[config.mk]
export PLATFORM = sky130hd
export DESIGN_NAME = rx
export DESIGN_NICKNAME = d
export VERILOG_FILES = /design/src/rtl/uart_pkg.sv /design/src/rtl/rx_sync2.sv /design/src/rtl/rx.sv
export SDC_FILE = /design/constraint.sdc
export NUM_CORES = 1
export LEC_CHECK = 0
export ABC_AREA = 0
export CORE_AREA = 3 3 76 60
export CTS_CLUSTER_SIZE = 12
export DETAILED_ROUTE_END_ITERATION = 10
export DIE_AREA = 0 0 79 63
export HOLD_SLACK_MARGIN = 0.15
export PLACE_DENSITY = 0.8
export SYNTH_ARGS = -nofsm -noshare
export SYNTH_HDL_FRONTEND = slang
export SYNTH_SLANG_ARGS = --single-unit
[constraint.sdc]
create_clock -name clk -period 1.9 [get_ports clk]
set_input_delay 0.38 -clock clk [delete_from_list [all_inputs] [get_ports clk]]
set_output_delay 0.38 -clock clk [all_outputs]
set_load 0.01 [all_outputs]
[src/rtl/uart_pkg.sv]
// Shared UART definitions for the tx/rx pair.
// Parity modes, frame length and bit timing helper.
package uart_pkg;

  localparam int PARITY_EVEN = 0;
  localparam int PARITY_ODD  = 1;
  localparam int DATA_BITS   = 8;

  function automatic int bitCycles(
    input int clkFreq,
    input int baudRate
  );
    return clkFreq / baudRate;
  endfunction

endpackage

[src/rtl/rx_sync2.sv]
// Two-flop synchronizer for an asynchronous input.
// Both flops reset to RST_VAL so the output starts at idle level.
module sync2 #(
  parameter logic RST_VAL = 1'b1
) (
  input  logic clk,
  input  logic rst,
  input  logic d,
  output logic q
);

  logic meta;

  always_ff @(posedge clk) begin
    if (rst) begin
      meta <= RST_VAL;
      q    <= RST_VAL;
    end else begin
      meta <= d;
      q    <= meta;
    end
  end

endmodule

[src/rtl/rx.sv]
// UART receiver: start, 8 data LSB first, parity, stop.
// Presents each byte with a one-cycle strobe and error flags.
module rx
  import uart_pkg::*;
#(
  parameter int CLK_FREQ    = 100000000,
  parameter int BAUD_RATE   = 19200,
  parameter int PARITY_MODE = 1
) (
  input  logic       clk,
  input  logic       rst,
  input  logic       rx_in,
  output logic [7:0] dout,
  output logic       data_strb,
  output logic       parity_err,
  output logic       frame_err,
  output logic       busy
);

  localparam int BIT_CYCLES  = bitCycles(CLK_FREQ, BAUD_RATE);
  localparam int HALF_CYCLES = BIT_CYCLES / 2;
  localparam int TW = $clog2(BIT_CYCLES + 1);
  localparam int CW = $clog2(DATA_BITS);
  localparam logic ODD = (PARITY_MODE == PARITY_ODD);

  typedef enum logic [2:0] {
    IDLE, START, BITS, PAR, STOP, BRK
  } state_t;

  state_t state, stateNext;

  logic                 rxS;
  logic [TW-1:0]        timer;
  logic [CW-1:0]        bitCnt;
  logic [DATA_BITS-1:0] shreg;
  logic                 parBit;
  logic                 hit;
  logic                 lastBit;

  sync2 #(.RST_VAL(1'b1)) uSync (
    .clk(clk),
    .rst(rst),
    .d  (rx_in),
    .q  (rxS)
  );

  always_comb begin
    hit = (state == START)
        ? (timer == TW'(HALF_CYCLES - 1))
        : (timer == TW'(BIT_CYCLES - 1));
    lastBit   = (bitCnt == CW'(DATA_BITS - 1));
    stateNext = state;
    unique case (state)
      IDLE:  if (!rxS) stateNext = START;
      START: if (hit) stateNext = rxS ? IDLE : BITS;
      BITS:  if (hit && lastBit) stateNext = PAR;
      PAR:   if (hit) stateNext = STOP;
      STOP:  if (hit) stateNext = rxS ? IDLE : BRK;
      BRK:   if (rxS) stateNext = IDLE;
      default: stateNext = IDLE;
    endcase
  end

  always_ff @(posedge clk) begin
    if (rst) state <= IDLE;
    else     state <= stateNext;
  end

  always_ff @(posedge clk) begin
    if (rst) begin
      timer      <= '0;
      bitCnt     <= '0;
      shreg      <= '0;
      parBit     <= 1'b0;
      dout       <= '0;
      data_strb  <= 1'b0;
      parity_err <= 1'b0;
      frame_err  <= 1'b0;
      busy       <= 1'b0;
    end else begin
      data_strb <= 1'b0;
      // timer restarts at every sample point
      if (state == IDLE || state == BRK || hit)
        timer <= '0;
      else
        timer <= timer + 1'b1;
      if (state == START && hit)
        bitCnt <= '0;
      if (state == BITS && hit) begin
        shreg  <= {rxS, shreg[DATA_BITS-1:1]};
        bitCnt <= bitCnt + 1'b1;
      end
      if (state == PAR && hit)
        parBit <= rxS;
      if (state == STOP && hit) begin
        dout       <= shreg;
        parity_err <= (^{shreg, parBit}) != ODD;
        frame_err  <= ~rxS;
        data_strb  <= 1'b1;
      end
      if (state == START && hit && !rxS)
        busy <= 1'b1;
      else if (stateNext == IDLE && state != IDLE)
        busy <= 1'b0;
    end
  end

endmodule

# After elaboration in Yosys (flattened, before gate mapping)
# Index checks and enable logic that the tools add are counted.
[word_totals]
output_inout_bits = 12
elab_cells = 56
reg_bits = 42
[op_classes]
addsub = 2
mux = 15
n_eq_ne = 8
reduce_logical = 17
bitwise_logic = 2
[ops]
columns = ["cell", "count"]
rows = [
  ["3-bit two-way mux", 9],
  ["3-bit case mux with 6 select lines", 1],
  ["13-bit by 1-bit adder with 13-bit output (second input constant)", 1],
  ["13-bit by 12-bit equality test with 1-bit output (second input constant)", 1],
  ["13-bit equality test (second input constant)", 1],
  ["3-bit equality test (second input constant)", 3],
  ["9-bit parity", 1],
  ["1-bit logical AND", 7],
  ["3-bit by 2-bit equality test with 1-bit output (second input constant)", 2],
  ["3-bit zero test", 2],
  ["1-bit two-way mux", 4],
  ["2-bit nonzero test", 2],
  ["3-bit by 1-bit adder with 3-bit output (second input constant)", 1],
  ["3-bit by 1-bit equality test with 1-bit output (second input constant)", 1],
  ["3-bit nonzero test", 1],
  ["1-bit logical OR", 2],
  ["2-bit two-way mux", 1],
  ["1-bit NOT", 2],
  ["2-bit OR reduction", 1],
  ["1-bit zero test", 1],
]

# Logic depth before layout (Yosys ltp)
[depth]
word_depth = 9
mapped_depth = 7

# By module
# A second synthesis with hierarchy kept.
[unflattened]
hier_cells = 199
hier_area_um2 = 1878.1
[by_module_without_submodules]
columns = ["module", "cells_per_inst", "n_inst", "seq_area_each_um2", "area_per_inst_um2"]
rows = [
  ["rx", 195, 1, 800.8, 1825.5],
  ["sync2", 4, 1, 40.0, 52.6],
]

# Least setup slack after synthesis
# OpenSTA, ideal clock, no wires.
[synth_timing]
kind = "register -> register"
from = "register timer[0]"
to = "register shreg[7]"
setup_time_ps = 114
setup_slack_ps = -223
stages_incl_launch_ff = 8
arrival_time_ps = 2009
n_path_buf = 1
synth_period_minus_slack_ps = 2123
required_time_ps = 1786
path_cell_list = "dfxtp_1 ha_1 nand4b_1 or4_4 or3_1 buf_6 mux2i_1 nor2_1"
[synth_via]
elab_chain_cells = 3
elab_cells_between_ends = 4
cone_classes = "eq/ne (2); mux (1); reduce/logical (1)"
[synth_lines]
columns = ["item", "line_no", "rtl"]
rows = [
  ["from (decl)", "rx.sv:33", "logic [TW-1:0] timer;"],
  ["from (signal assigned)", "rx.sv:86", "timer <= timer + 1'b1;"],
  ["13-bit equality test or 13-bit by 12-bit equality test with 1-bit output (tied branches)", "rx.sv:50, rx.sv:49", ""],
  ["1-bit two-way mux (*)", "rx.sv:49", "? (timer == TW'(HALF_CYCLES - 1))"],
  ["1-bit logical AND (*)", "rx.sv:89", "if (state == BITS && hit) begin"],
  ["to (signal assigned)", "rx.sv:90", "shreg <= {rxS, shreg[DATA_BITS-1:1]};"],
  ["to (decl)", "rx.sv:35", "logic [DATA_BITS-1:0] shreg;"],
]
# Mark *: on every way between the ends. The rest lies on a longest branch, timed or not.
# A chain may end at the register's enable or synchronous reset.

# Worst setup path in the final report
[layout_timing]
from = "register timer[12]"
to = "register state[1]"
[layout_via]
elab_chain_cells = 5
elab_cells_between_ends = 9
cone_classes = "eq/ne (2); mux (6); reduce/logical (1)"
[layout_lines]
columns = ["item", "line_no", "rtl"]
rows = [
  ["13-bit equality test or 13-bit by 12-bit equality test with 1-bit output (tied branches)", "rx.sv:50, rx.sv:49", ""],
  ["1-bit two-way mux (*)", "rx.sv:49", ""],
  ["1-bit logical AND", "rx.sv:56", "BITS: if (hit && lastBit) stateNext = PAR;"],
  ["3-bit two-way mux", "rx.sv:56", ""],
  ["3-bit case mux with 6 select lines (*)", "rx.sv:53", "unique case (state)"],
  ["to (signal assigned)", "rx.sv:66", "else state <= stateNext;"],
  ["to (decl)", "rx.sv:30", "state_t state, stateNext;"],
]
# Marks and branches as above.

==> metrics.yaml <==
die_w_um: 79
antenna_found_initial: 0
path_class: "register to register"
stdcell_area_um2: 2580
fp-row-count: 20
maxCapViolCount: 0
required_ns: 2.12
worstPathCellList: "or2b_4 -> or4_4 -> buf_6 -> mux2i_1 -> buf_4 -> nand3_2 -> a211oi_2"
multiInputGateArea_um2: 1120
reg2reg_from: "timer[12]"
initial_core_util: 0.496
hold_class: "register to register"
synth-seq-area-share: 0.429
rsz0062_at_grt: "true"
clock_skew_ns: 0.00786
status: "finished with violations"
fill_cells: 338
ant_nets: 0
setup_violations: 5
post-place-ws_ns: -0.0655
worstHoldStart: "uSync.meta"
die_area_um2: 4980
synth_top_cell_by_area: "dfxtp_1"
mostFrequentLayoutCells: "dfxtp_1 (39), nand2_1 (34), buf_4 (26), nor2_1 (24), a21oi_1 (22)"
postPlaceCellArea_um2: 2320
cts_tree: "built"
final_cells: 326
synth_edf_count: 0
synth_area_per_cell_um2: 8.56
setup.worst_path.start_class: "register"
seq_area_um2: 845
port_buffers: 14
nNetsFinal: 276
worst_pin_slew_ns: 0.342
grt-ovfl-total: 0
drv_slew: 0
relSlewSlack: 0.769
grt_usage: 0.182
synth_flop_cell: "dfxtp_1"
worstPathArrival_ns: 2.20
synth_area_um2: 1960
hold_depth: 1
drc: 0
synth_nets: 235
slowest_stage: "or4_4"
grt_pass1_wl_um: 7220
final_common_cell: "dfxtp_1"
die_h_um: 63
grt_start_max_net_pins: 31
r2r_end: "state[1]"
p_leak_nw: 0.862
drtPass1Iterations: 4
cts-root-buf: "clkbuf_8"
reg2reg_depth: 7
netlist_instances: 229
clk_pin_slew_ns: 0.08
netlist_top_cells_area: "dfxtp_1 (43%), nand2_1 (7.5%), a21oi_1 (5.9%)"
ys.warnings.count: 0
place_inst: 317
grt_pass1_vias: 1599
clock_path_buffers: 2
period_share: 1.04
antenna_cells: 0
whs_endpoint: "uSync.q"
ys_async_sr_fraction: 0
area_growth_syn_to_layout_pct: 31.5
dp_hpwl_um: 3000
worstSkewPairLatency_ns: 0.30
ir_drop_v: 0.000360
drt_iter0_drc: 131
yosys.area.top_type_share: 0.429
cts_buffers: 5
p_total_mw: 1.79
violations: "setup timing"
fin_util: 0.652
synthDistinctLibCells: 44
drt_wl_total_um: 4330
htree_levels: 2
wl_per_cell_um: 13.3
core-area_um2: 3950
crit_fanout: 4
power_density_nw_per_um2: 694
end_kind: "register"
via_per_inst: 5.31
hold_viol: 0
timing.fmax_ghz: 0.506
pin_count: 15
vias: 1730
post-route-min-period_ns: 1.98
gp_congestion: 0.820
synth-seq-cells: 42
cpPeakStageDelay_ns: 0.57
cts.sinks: 42
ff2ff_setup_slack_ns: -0.08
setup_slack_ns: -0.0757
drive_above_1_share: 0.247
kinds of logic (layout without fill, tap and decap cells):
kind of cell,after synthesis,after routing,share of synthesized area
compound gates,37,37,0.108
xor+xnor,19,19,0.0849
fa+ha+maj,3,3,0.0192
buf+inv,15,57,0.0504
flops,42,42,0.429
mux,2,2,0.0102
simple gates,111,111,0.298
repair_timing:
| item | 4_1_cts | 5_1_grt |
|---|---|---|
| endpoints found under the hold margin | 0 | 0 |
| hold buffers | 0 | 0 |
| setup endpoints to repair | 19 | 37 |
| pin swaps | 2 | 11 |
| gates resized for setup | 1 | 21 |
| buffers inserted | 0 | 1 |
cell usage after synthesis, types with 2 or more instances:
master / instances
nor3_1: 5
xor2_1: 6
or3_1: 3
nand3_1: 9
dfxtp_1: 42
clkbuf_1: 4
nand2b_1: 5
nand2_1: 39
or2_2: 3
nand4_1: 2
ha_1: 3
a21oi_1: 23
clkbuf_8: 3
o31ai_1: 2
nor2_1: 24
mux2i_1: 2
nor4_1: 3
nand4b_1: 3
a211oi_1: 2
inv_1: 5
xnor2_1: 13
o21ai_0: 5
and2_1: 2
metal layers:
layer	routed length, um	global-route usage
met1	2060	0.241
met2	2040	0.274
met3	160	0.0447
met4	72	0.0880
met5	0	0
stage by stage:
step	TNS [ns]	hold slack, ns
3_5_place_dp	-0.500	0.394
4_1_cts	-0.746	0.412
3_3_place_gp	-0.148	0.391
6_report	-0.161	0.410
5_1_grt	-1.23	0.421
2_1_floorplan	0	0.389
report_power, final:
| group | total [mW] | switching, mW | internal, mW |
|---|---|---|---|
| sequential | 0.887 | 0.00384 | 0.883 |
| combinational | 0.0301 | 0.0175 | 0.0126 |
| clock | 0.871 | 0.311 | 0.560 |
worst max-delay path, delay by kind of cell, from the launching register on:
kind                   cells  cell delay (ns)
AO/OA/AOI/OAI              1             0.21
buffers and inverters      2             0.30
flip-flops                 1             0.34
multiplexers               1             0.14
AND/OR/NAND/NOR            3             0.92
flip-flops by register name (all words and copies together) (netlist names):
register and flops:
bitCnt 3, busy 1, data_strb 1, dout 8, frame_err 1, parBit 1
parity_err 1, shreg 8, state 3, timer 13, uSync.meta 1, uSync.q 1
worst max path at each step:
stage                to  cells past startpoint  startpoint  slack (ns)
2_1_floorplan  shreg[7]                      6    timer[7]        0.01
3_3_place_gp    dout[6]                      5    timer[7]       -0.02
3_5_place_dp    dout[0]                      5   timer[12]       -0.07
4_1_cts        shreg[7]                      5    timer[7]       -0.08
5_1_grt        state[1]                      7   timer[12]       -0.18
6_report       state[1]                      7   timer[12]       -0.08
cell type report:
class                           count  share of cell area
Multi-Input combinational cell    172               0.435
Clock buffer                        6              0.0321
Tap cell                           55              0.0267
Sequential cell                    42               0.328
Clock inverter                      2              0.0233
Inverter                            5             0.00729
Timing Repair Buffer               44               0.148
Note: power is estimated with default switching activity, not from simulation.
